File: src/rtl/traffic_pkg.sv
// ============================================================================
// Module      : traffic_pkg
// Description : Shared intersection-controller definitions (sensor indices,
//               channel count, light encodings).
// Revision    : 1.0 - initial release
// ============================================================================
`default_nettype none

package traffic_pkg;

    localparam int NUM_SENSORS       = 5;

    localparam int SNS_LEFT_MAIN     = 0;
    localparam int SNS_LEFT_CROSS    = 1;
    localparam int SNS_TRAFFIC_CROSS = 2;
    localparam int SNS_WALK_MAIN     = 3;
    localparam int SNS_WALK_CROSS    = 4;

    typedef enum logic [1:0] {
        LIGHT_RED    = 2'b00,
        LIGHT_YELLOW = 2'b01,
        LIGHT_GREEN  = 2'b10,
        LIGHT_OFF    = 2'b11
    } light_t;

endpackage

`default_nettype wire

File: src/rtl/debounce_channel.sv
// ============================================================================
// Module      : debounce_channel
// Description : One sensor channel: optional 2-flop synchronizer (SENSOR_SYNC_EN),
//               consecutive-sample debouncer and sticky request latch.
// Revision    : 1.0 - initial release
// ============================================================================
`default_nettype none

module debounce_channel #(
    parameter int DEBOUNCE_CYCLES = 4
) (
    input  logic clk,
    input  logic rst,
    input  logic i_raw,
    input  logic i_clr,
    output logic o_level,
    output logic o_req,
    output logic o_req_next
);

    localparam int CNT_W = $clog2(DEBOUNCE_CYCLES + 1);
    localparam logic [CNT_W-1:0] c_cnt_max = CNT_W'(DEBOUNCE_CYCLES - 1);

    logic             w_s;
    logic             w_rise;
    logic             w_req_next;
    logic [CNT_W-1:0] r_cnt;
    logic             r_level;
    logic             r_req;

`ifdef SENSOR_SYNC_EN
    logic r_sync1;
    logic r_sync2;

    always_ff @(posedge clk) begin
        if (rst) begin
            r_sync1 <= 1'b0;
            r_sync2 <= 1'b0;
        end else begin
            r_sync1 <= i_raw;
            r_sync2 <= r_sync1;
        end
    end

    assign w_s = r_sync2;
`else
    assign w_s = i_raw;
`endif

    // A rise beats a simultaneous clear so a fresh arrival is never lost.
    assign w_rise     = w_s & ~r_level & (r_cnt == c_cnt_max);
    assign w_req_next = w_rise | (r_req & ~i_clr);

    always_ff @(posedge clk) begin
        if (rst) begin
            r_cnt   <= '0;
            r_level <= 1'b0;
            r_req   <= 1'b0;
        end else begin
            if (w_s == r_level) begin
                r_cnt <= '0;
            end else if (r_cnt == c_cnt_max) begin
                r_level <= w_s;
                r_cnt   <= '0;
            end else begin
                r_cnt <= r_cnt + 1'b1;
            end
            r_req <= w_req_next;
        end
    end

    assign o_level    = r_level;
    assign o_req      = r_req;
    assign o_req_next = w_req_next;

endmodule

`default_nettype wire

File: src/rtl/sensor_conditioner.sv
// ============================================================================
// Module      : sensor_conditioner
// Description : Debounces the raw intersection sensors into sticky requests.
//               Optional input synchronizers enabled by SENSOR_SYNC_EN.
// Revision    : 1.0 - initial release
// ============================================================================
`default_nettype none

module sensor_conditioner #(
    parameter int NUM_SENSORS     = traffic_pkg::NUM_SENSORS,
    parameter int DEBOUNCE_CYCLES = 4
) (
    input  logic                   clk,
    input  logic                   rst,
    input  logic [NUM_SENSORS-1:0] sensors_raw,
    input  logic [NUM_SENSORS-1:0] req_clr,
    output logic [NUM_SENSORS-1:0] level,
    output logic [NUM_SENSORS-1:0] requests,
    output logic                   any_request
);

    logic [NUM_SENSORS-1:0] w_req_next;
    logic                   r_any;

    for (genvar gi = 0; gi < NUM_SENSORS; gi++) begin : g_channel
        debounce_channel #(
            .DEBOUNCE_CYCLES(DEBOUNCE_CYCLES)
        ) u_chan (
            .clk        (clk),
            .rst        (rst),
            .i_raw      (sensors_raw[gi]),
            .i_clr      (req_clr[gi]),
            .o_level    (level[gi]),
            .o_req      (requests[gi]),
            .o_req_next (w_req_next[gi])
        );
    end

    // Built from the next request vector so it lands on the same edge.
    always_ff @(posedge clk) begin
        if (rst) begin
            r_any <= 1'b0;
        end else begin
            r_any <= |w_req_next;
        end
    end

    assign any_request = r_any;

endmodule

`default_nettype wire

File: config.mk
export PLATFORM = sky130hd
export DESIGN_NAME = sensor_conditioner
export DESIGN_NICKNAME = d
export VERILOG_FILES = /design/src/rtl/traffic_pkg.sv /design/src/rtl/debounce_channel.sv /design/src/rtl/sensor_conditioner.sv
export SDC_FILE = /design/constraint.sdc
export NUM_CORES = 1
export LEC_CHECK = 0
export BUFFER_PORTS_ARGS = -buffer_cell sky130_fd_sc_hd__buf_2
export CAP_MARGIN = 20
export CORE_MARGIN = 2
export CORE_UTILIZATION = 56
export CTS_BUF_LIST = sky130_fd_sc_hd__clkbuf_2 sky130_fd_sc_hd__clkbuf_4 sky130_fd_sc_hd__clkbuf_8
export DETAILED_ROUTE_END_ITERATION = 6
export PLACE_DENSITY = 0.88
export SKIP_CTS_REPAIR_TIMING = 1
export SYNTH_ARGS = -nofsm -noshare
export SYNTH_HDL_FRONTEND = slang
export SYNTH_SLANG_ARGS = --single-unit
File: constraint.sdc
create_clock -name clk -period 1.6 [get_ports clk]
set_clock_uncertainty 0.05 [all_clocks]
set_input_delay 0.32 -clock clk [delete_from_list [all_inputs] [get_ports clk]]
set_output_delay 0.32 -clock clk [all_outputs]
set_load 0.005 [all_outputs]
# --- Word-level counts from Yosys, hierarchy flattened ---
# Index checks and enable logic that the tools add are counted.
totals:
  latchBits: 0
  wordCells: 77
  mem_bits_ro: 0
  mem_bits_rw: 0
  out_inout_bits: 11
  n_memories: 0
  ff_bits: 26
  in_bits: 12
op_classes:
  div: 0
  order_cmp: 0
  n_eq_ne: 10
  reduce_logical: 11
  multipliers: 0
  mux: 0
  shifts: 0
  n_bitwise: 35
  add_sub_neg: 5
ops:
  columns: ["cell", "n"]
  rows:
  - ["3-bit by 1-bit adder with 3-bit output (second input constant)", 5]
  - ["1-bit AND", 15]
  - ["3-bit by 2-bit == test with 1-bit output (second input constant)", 5]
  - ["1-bit NOT", 15]
  - ["3-bit OR reduction", 5]
  - ["2-bit AND reduction", 5]
  - ["1-bit == test", 5]
  - ["1-bit OR", 5]
  - ["5-bit OR reduction", 1]

# --- Depth between registers and ports, before layout ---
# Gate-level depths: netlist of the first run.
depth:
  word_depth: 5
  ltp_mapped: 5
  ltp_nobuf: 5

# --- Cells and area by module ---
# Synthesis of the first run repeated with hierarchy kept, for this count alone.
unflattened:
  cells_unflattened: 104
  hier_area_um2: 1141.1
modules_own_cells:
  columns: ["mod", "seq_area_each_um2", "area_each_um2", "instances", "cells_each"]
  rows:
  - ["debounce_channel", 100.1, 221.5, 5, 20]
  - ["sensor_conditioner", 20.0, 33.8, 1, 4]

# --- Worst setup path before layout of the first run ---
# No wires, ideal clock.
synth_path:
  kind: "reg-to-reg"
  from: "reg g_channel[0].u_chan.r_cnt[0]"
  to: "reg r_any (netlist: any_request)"
  stages_incl_launch_ff: 5
  path_slack_ns: 0.219
  n_path_buf: 0
  t_arrival_ns: 1.193
  period_less_slack_ns: 1.381
  setup_time_ns: 0.139
  required_time_ns: 1.411
  path_cell_list: "dfxtp_1 -> ha_1 -> ha_1 -> a2111oi_4 -> a41oi_1"
synth_between:
  elab_chain_len: 4
synth_rtl:
  columns: ["element", "line_no", "rtl"]
  rows:
  - ["from (decl)", "debounce_channel.sv:27", "logic [CNT_W-1:0] r_cnt;"]
  - ["from (signal assigned)", "debounce_channel.sv:66", "r_cnt <= r_cnt + 1'b1;"]
  - ["3-bit by 2-bit == test with 1-bit output", "debounce_channel.sv:51", "assign w_rise = w_s & ~r_level & (r_cnt == c_cnt_max);"]
  - ["1-bit AND", "debounce_channel.sv:51", null]
  - ["1-bit OR", "debounce_channel.sv:52", "assign w_req_next = w_rise | (r_req & ~i_clr);"]
  - ["5-bit OR reduction", "sensor_conditioner.sv:44", "r_any <= |w_req_next;"]
  - ["to (signal assigned)", "sensor_conditioner.sv:44", null]
  - ["to (decl)", "sensor_conditioner.sv:23", "logic r_any;"]
# No other way between the ends.
# A chain may end at the register's enable or synchronous reset.

# --- Final worst setup path of the first run ---
# Same ends and word-level chain as after synthesis.

==> results.sh, run 1 <==
export IMPL_outcome="complete, no violations"
export IMPL_globalRouteOverflowTotal=0
export IMPL_drcViolationCount=0
export IMPL_yosysTopAreaCellShare_pct=44.2
export IMPL_antenna_violations_before_repair=0
export IMPL_route_detailed_wl_per_inst_um=12.2
export IMPL_count_of_boundary_i_o_pins=23
export IMPL_hold_viol_final=0
export IMPL_insertedDiodeCount=0
export IMPL_yosys_mux_area_fraction_pct=4.25
export IMPL_tightest_slew_margin_relative_to_the_limit_pct=70.8
export IMPL_cts_root_buffer="clkbuf_4"
export IMPL_synth_fp_nets=139
export IMPL_largest_area_contributor_in_the_netlist="dfxtp_1"
export IMPL_min_period_over_period_pct=92.8
export IMPL_setup_tns_ns=0
export IMPL_global_route_usage_over_all_layers_pct=17.5
export IMPL_timing_setup_critical_path_class="register to register"
export IMPL_post_route_cells_drive_above_1_share_pct=24.0
export IMPL_timing_critical_path_to_type="register"
export IMPL_gr_usage_met2_pct=32.4
export IMPL_dpl_hpwl_mm=1.49
export IMPL_nNetsFinal=153
export IMPL_crit_arrival_ns=1.63
export IMPL_flip_flop_and_latch_count_after_synthesis=26
export IMPL_clk_pin_slew_worst_paths_ns=0.13
export IMPL_worst_path_setup_slack_after_routing_ns=0.115
export IMPL_worstSetupStartpointType="register"
export IMPL_xor_xnor_portion_of_the_synthesized_cell_area_pct=0
export IMPL_crit_required_ns=1.75
export IMPL_design_die_area_um2=2490
export IMPL_pre_cts_ws_ns=0.110
export IMPL_area_growth_syn_to_layout_pct=7.86
export IMPL_power_per_cell_area_nw_per_um2=837
export IMPL_numCtsBuffers=3
export IMPL_grt_util_met1_pct=17.7
export IMPL_number_of_buffers_added_on_ports=22
export IMPL_max_vdd_ir_drop_v=0.000720
export IMPL_per_instance_average_area_after_synthesis_um2=10.5
export IMPL_synth_seq_area_share_pct=44.2
export IMPL_layout_commonest_cell="dfxtp_1"
export IMPL_row_count=16
export IMPL_grt_start_max_net_pins=27
export IMPL_worst_pin_slew_ns=0.437
export IMPL_synth_top_family_by_area="simple AND/OR/NAND/NOR gates"
export IMPL_synth_fa_ha_area_share_pct=15.9
export IMPL_cts_tree="built"
export IMPL_timing_rr_start="g_channel[0].u_chan.r_cnt[0]$_SDFF_PP0_"
export IMPL_timing_max_cap_violations=0
export IMPL_clock_fmax_mhz=673
export IMPL_ant_nets=0
export IMPL_ys_types=20
export IMPL_clock_sinks=26
export IMPL_die_width_um=49.9
export IMPL_route_final_wire_length_mm=1.85
export IMPL_grt_setup_unrepaired="no"
export IMPL_critical_path_slowest_cell="a2111oi_4"
export IMPL_grt_util_met3_pct=2.73
export IMPL_synth_cell_area_um2=1180
export IMPL_launch_instance_of_the_worst_min_delay_path="sensors_raw[3]"
export IMPL_placeableCoreArea_um2=1980
export IMPL_post_synth_main_area_contributors="dfxtp_1 (44%), ha_1 (16%), buf_4 (6.4%)"
export IMPL_compound_gate_portion_of_the_synthesized_area_pct=6.27
export IMPL_grt_busiest_layer="met2"
export IMPL_insertion_delay_ns=0.32
export IMPL_timing_final_setup_violations=0
export IMPL_post_synth_inst_count=112
export IMPL_detailed_route_via_count=802
export IMPL_gpl_final_weighted_congestion=0.685
export IMPL_critPathMostFrequentCell="ha_1"
export IMPL_critPathLaunch="g_channel[0].u_chan.r_cnt[0]$_SDFF_PP0_"
export IMPL_chipHeight_um=49.9
export IMPL_finish_utilization_pct=64.1
export IMPL_grt_pass1_wl_mm=3.28
export IMPL_htreeDepth=1
export IMPL_tmin_final_ns=1.49
export IMPL_most_common_layout_cells="dfxtp_1 (26), buf_2 (22), ha_1 (14)"
export IMPL_synth_yosys_warnings=0
export IMPL_total_power_mw=1.06
export IMPL_yosys_area_share_simple_pct=17.5
export IMPL_min_delay_path_class="input pin to register"
export IMPL_initial_utilization_pct=59.4
export IMPL_final_max_slew_violation_count=0
export IMPL_post_drt_via_cell_ratio=5.28
export IMPL_timing_critical_path_slowest_cell_delay_ns=0.36
export IMPL_clock_tree_buffer_depth=2
export IMPL_detailedRoute_firstIterationViolations=5
export IMPL_crit_path_cell_trace="ha_1, ha_1, a2111oi_4, a41oi_1"
export IMPL_first_pass_iters=4
export IMPL_number_of_global_route_vias_before_repair=794
export IMPL_cp_max_fo=6
export IMPL_leakage_nw=0.542
per-stage QoR:
step / cell area (um^2) / cells / hold WS, ns
after global placement: 1230 / 148 / 0.363
after global routing: 1270 / 152 / 0.215
final: 1270 / 152 / 0.198
after floorplan: 1180 / 112 / 0.357
after CTS: 1270 / 152 / 0.202
after detailed placement: 1230 / 148 / 0.379
critical path: cells and delay by family, from the launching register on:
kind	cells	cell delay, ns
AO/OA/AOI/OAI	2	0.51
adder cells (fa/ha/maj)	2	0.46
flip-flops	1	0.34
cells in the mapped netlist, drive strengths merged:
master,n
a2111oi,1
a22oi,3
mux2i,5
and2b,1
nor2b,6
nand2,1
inv,13
nor4,10
ha,15
or2b,1
nor4b,5
o21ba,1
and2,1
buf,13
a21oi,1
a41oi,1
dfxtp,26
nor2,8
kinds of logic (layout without fill, tap and decap cells):
group	count (synthesis)	after routing
AO/OA/AOI/OAI	7	7
flip-flops	26	26
multiplexers	5	5
buffers and inverters	26	39
AND/OR/NAND/NOR	33	33
adder cells (fa/ha/maj)	15	15
flip-flops by register name, summed over array words and instances (netlist names):
name	count
g_channel.u_chan.r_cnt	15
any_request	1
g_channel.u_chan.o_level	5
g_channel.u_chan.o_req	5
where the power goes:
part           total (mW)  internal [mW]  switching [mW]  leakage [nW]
clock               0.323          0.139           0.184        0.0210
combinational      0.0719         0.0337          0.0382         0.310
sequential          0.669          0.662         0.00685         0.211
area by class of cell:
| cell class | count | area, um^2 |
|---|---|---|
| Tap cell | 27 | 33.8 |
| Timing Repair Buffer | 22 | 110 |
| Clock buffer | 4 | 36.3 |
| Fill cell | 164 | 712 |
| Inverter | 13 | 48.8 |
| Sequential cell | 26 | 520 |
| Multi-Input combinational cell | 60 | 520 |
final timing paths:
| path | endpoint | slack, ns | depth (start not counted) |
|---|---|---|---|
| hold reg to reg | g_channel[1].u_chan.r_cnt[0]$_SDFF_PP0_ | 0.40 | 1 |
| hold / removal | g_channel[3].u_chan.o_level$_SDFFE_PP0P_ | 0.20 | 3 |
| setup reg to reg | any_request$_SDFF_PP0_ | 0.11 | 4 |
| setup / recovery | any_request$_SDFF_PP0_ | 0.11 | 4 |
per-layer routing:
metal,vias to the layer above,routed length (um)
met4,0,74
met3,9,63
met5,-,0
li1,403,-
met2,20,940
met1,370,770
Note: power is estimated with default switching activity, not from simulation.
==> inputs of run 2 (changes only) <==
Settings changed: RECOVER_POWER set to 100.
==> results.sh, run 2 (synthesized netlist as in run 1, its figures left out) <==
export IMPL_worst_pin_slew_ns=0.429
export IMPL_timing_critical_path_to_type="register"
export IMPL_layout_commonest_cell="dfxtp_1"
export IMPL_global_route_usage_over_all_layers_pct=17.5
export IMPL_route_detailed_wl_per_inst_um=12.0
export IMPL_gpl_final_weighted_congestion=0.685
export IMPL_post_route_cell_area_um2=1260
export IMPL_dpl_hpwl_mm=1.49
export IMPL_top_layer_used="met4"
export IMPL_clock_sinks=26
export IMPL_post_drt_via_cell_ratio=5.20
export IMPL_timing_reg2reg_worst_path_depth=4
export IMPL_globalRouteOverflowTotal=0
export IMPL_power_per_cell_area_nw_per_um2=838
export IMPL_timing_rr_start="g_channel[0].u_chan.r_cnt[0]$_SDFF_PP0_"
export IMPL_max_vdd_ir_drop_v=0.000715
export IMPL_first_pass_iters=4
export IMPL_clk_pin_slew_worst_paths_ns=0.13
export IMPL_min_period_over_period_pct=92.7
export IMPL_tmin_final_ns=1.48
export IMPL_route_final_wire_length_mm=1.83
export IMPL_grt_start_max_net_pins=27
export IMPL_number_of_buffers_added_on_ports=22
export IMPL_crit_required_ns=1.74
export IMPL_outcome="complete, no violations"
export IMPL_largest_register_ffs=15
export IMPL_insertion_delay_ns=0.32
export IMPL_timing_max_cap_violations=0
export IMPL_most_common_layout_cells="dfxtp_1 (26), buf_2 (17), ha_1 (14)"
export IMPL_critPathCapture="any_request$_SDFF_PP0_"
export IMPL_worstReg2RegEnd="any_request$_SDFF_PP0_"
export IMPL_hold_viol_final=0
export IMPL_detailedRoute_firstIterationViolations=7
export IMPL_critPathLaunch="g_channel[0].u_chan.r_cnt[0]$_SDFF_PP0_"
export IMPL_launch_instance_of_the_worst_min_delay_path="sensors_raw[3]"
export IMPL_ant_nets=0
export IMPL_placed_cells_incl_taps=148
export IMPL_numCtsBuffers=3
export IMPL_number_of_global_route_vias_before_repair=794
export IMPL_post_route_cells_drive_above_1_share_pct=20.0
export IMPL_cts_tree="built"
export IMPL_timing_setup_critical_path_class="register to register"
export IMPL_design_die_area_um2=2490
export IMPL_grt_pass1_wl_mm=3.28
export IMPL_clock_tree_buffer_depth=2
export IMPL_nNetsFinal=153
export IMPL_dpl_instance_area_um2=1230
export IMPL_initial_utilization_pct=59.4
export IMPL_reg2reg_slack_ns=0.12
export IMPL_worstSetupStartpointType="register"
export IMPL_biggest_register="g_channel.u_chan.r_cnt"
export IMPL_detailed_route_via_count=791
export IMPL_wl_met2_um=966
export IMPL_crit_arrival_ns=1.63
export IMPL_insertedDiodeCount=0
export IMPL_die_width_um=49.9
export IMPL_tightest_slew_margin_relative_to_the_limit_pct=71.4
export IMPL_placeableCoreArea_um2=1980
export IMPL_final_cells=152
export IMPL_chipHeight_um=49.9
export IMPL_leakage_nw=0.519
export IMPL_count_of_boundary_i_o_pins=23
export IMPL_cts_root_buffer="clkbuf_4"
export IMPL_grt_setup_unrepaired="no"
export IMPL_setup_tns_ns=0
export IMPL_timing_final_setup_violations=0
export IMPL_antenna_violations_before_repair=0
export IMPL_final_max_slew_violation_count=0
export IMPL_clock_fmax_mhz=674
export IMPL_row_count=16
export IMPL_met1Wirelength_um=745
export IMPL_min_delay_path_class="input pin to register"
export IMPL_area_growth_syn_to_layout_pct=7.33
export IMPL_detailroute_wirelength_met3_um=57
export IMPL_htreeDepth=1
export IMPL_cp_max_fo=6
export IMPL_drcViolationCount=0
-- run 2: report_power, final --
part,switching [mW],internal (mW)
sequential,0.00676,0.662
combinational,0.0382,0.0336
clock,0.180,0.139
total,0.225,0.835
-- run 2: how the worst min path moves through the flow --
stage	cells past startpoint	to
floorplan	1	g_channel[0].u_chan.r_cnt[0]$_SDFF_PP0_
global placement	1	g_channel[0].u_chan.r_cnt[0]$_SDFF_PP0_
detailed placement	1	g_channel[1].u_chan.r_cnt[0]$_SDFF_PP0_
CTS	3	g_channel[3].u_chan.o_level$_SDFFE_PP0P_
global route	3	g_channel[4].u_chan.o_level$_SDFFE_PP0P_
finish	3	g_channel[3].u_chan.o_level$_SDFFE_PP0P_
-- run 2: cell type report --
class | instances | area (um^2)
Tap cell | 27 | 33.8
Fill cell | 165 | 718
Clock buffer | 4 | 36.3
Timing Repair Buffer | 22 | 104
Multi-Input combinational cell | 60 | 520
Inverter | 13 | 48.8
Sequential cell | 26 | 520
-- run 2: critical path, stage by stage (launching register included) --
cell and delay, ns:
dfxtp_1 0.34, ha_1 0.19, ha_1 0.26, a2111oi_4 0.36
a41oi_1 0.15
-- run 2: per-layer routing --
layer	up-vias	GRT usage, %
li1	401	-
met1	365	17.7
met2	18	32.4
met3	7	2.73
met4	0	11.6
met5	-	0
-- run 2: per-stage QoR --
step                      utilization, %  hold WS [ns]  power, mW  worst slack, ns
after global placement              62.1         0.363      0.748            0.188
after CTS                           64.0         0.202       1.07           0.0929
after detailed placement            62.1         0.379      0.756            0.110
after floorplan                        -         0.357      0.729            0.219
after global routing                63.8         0.215       1.11           0.0241
final                               63.8         0.201       1.06            0.117
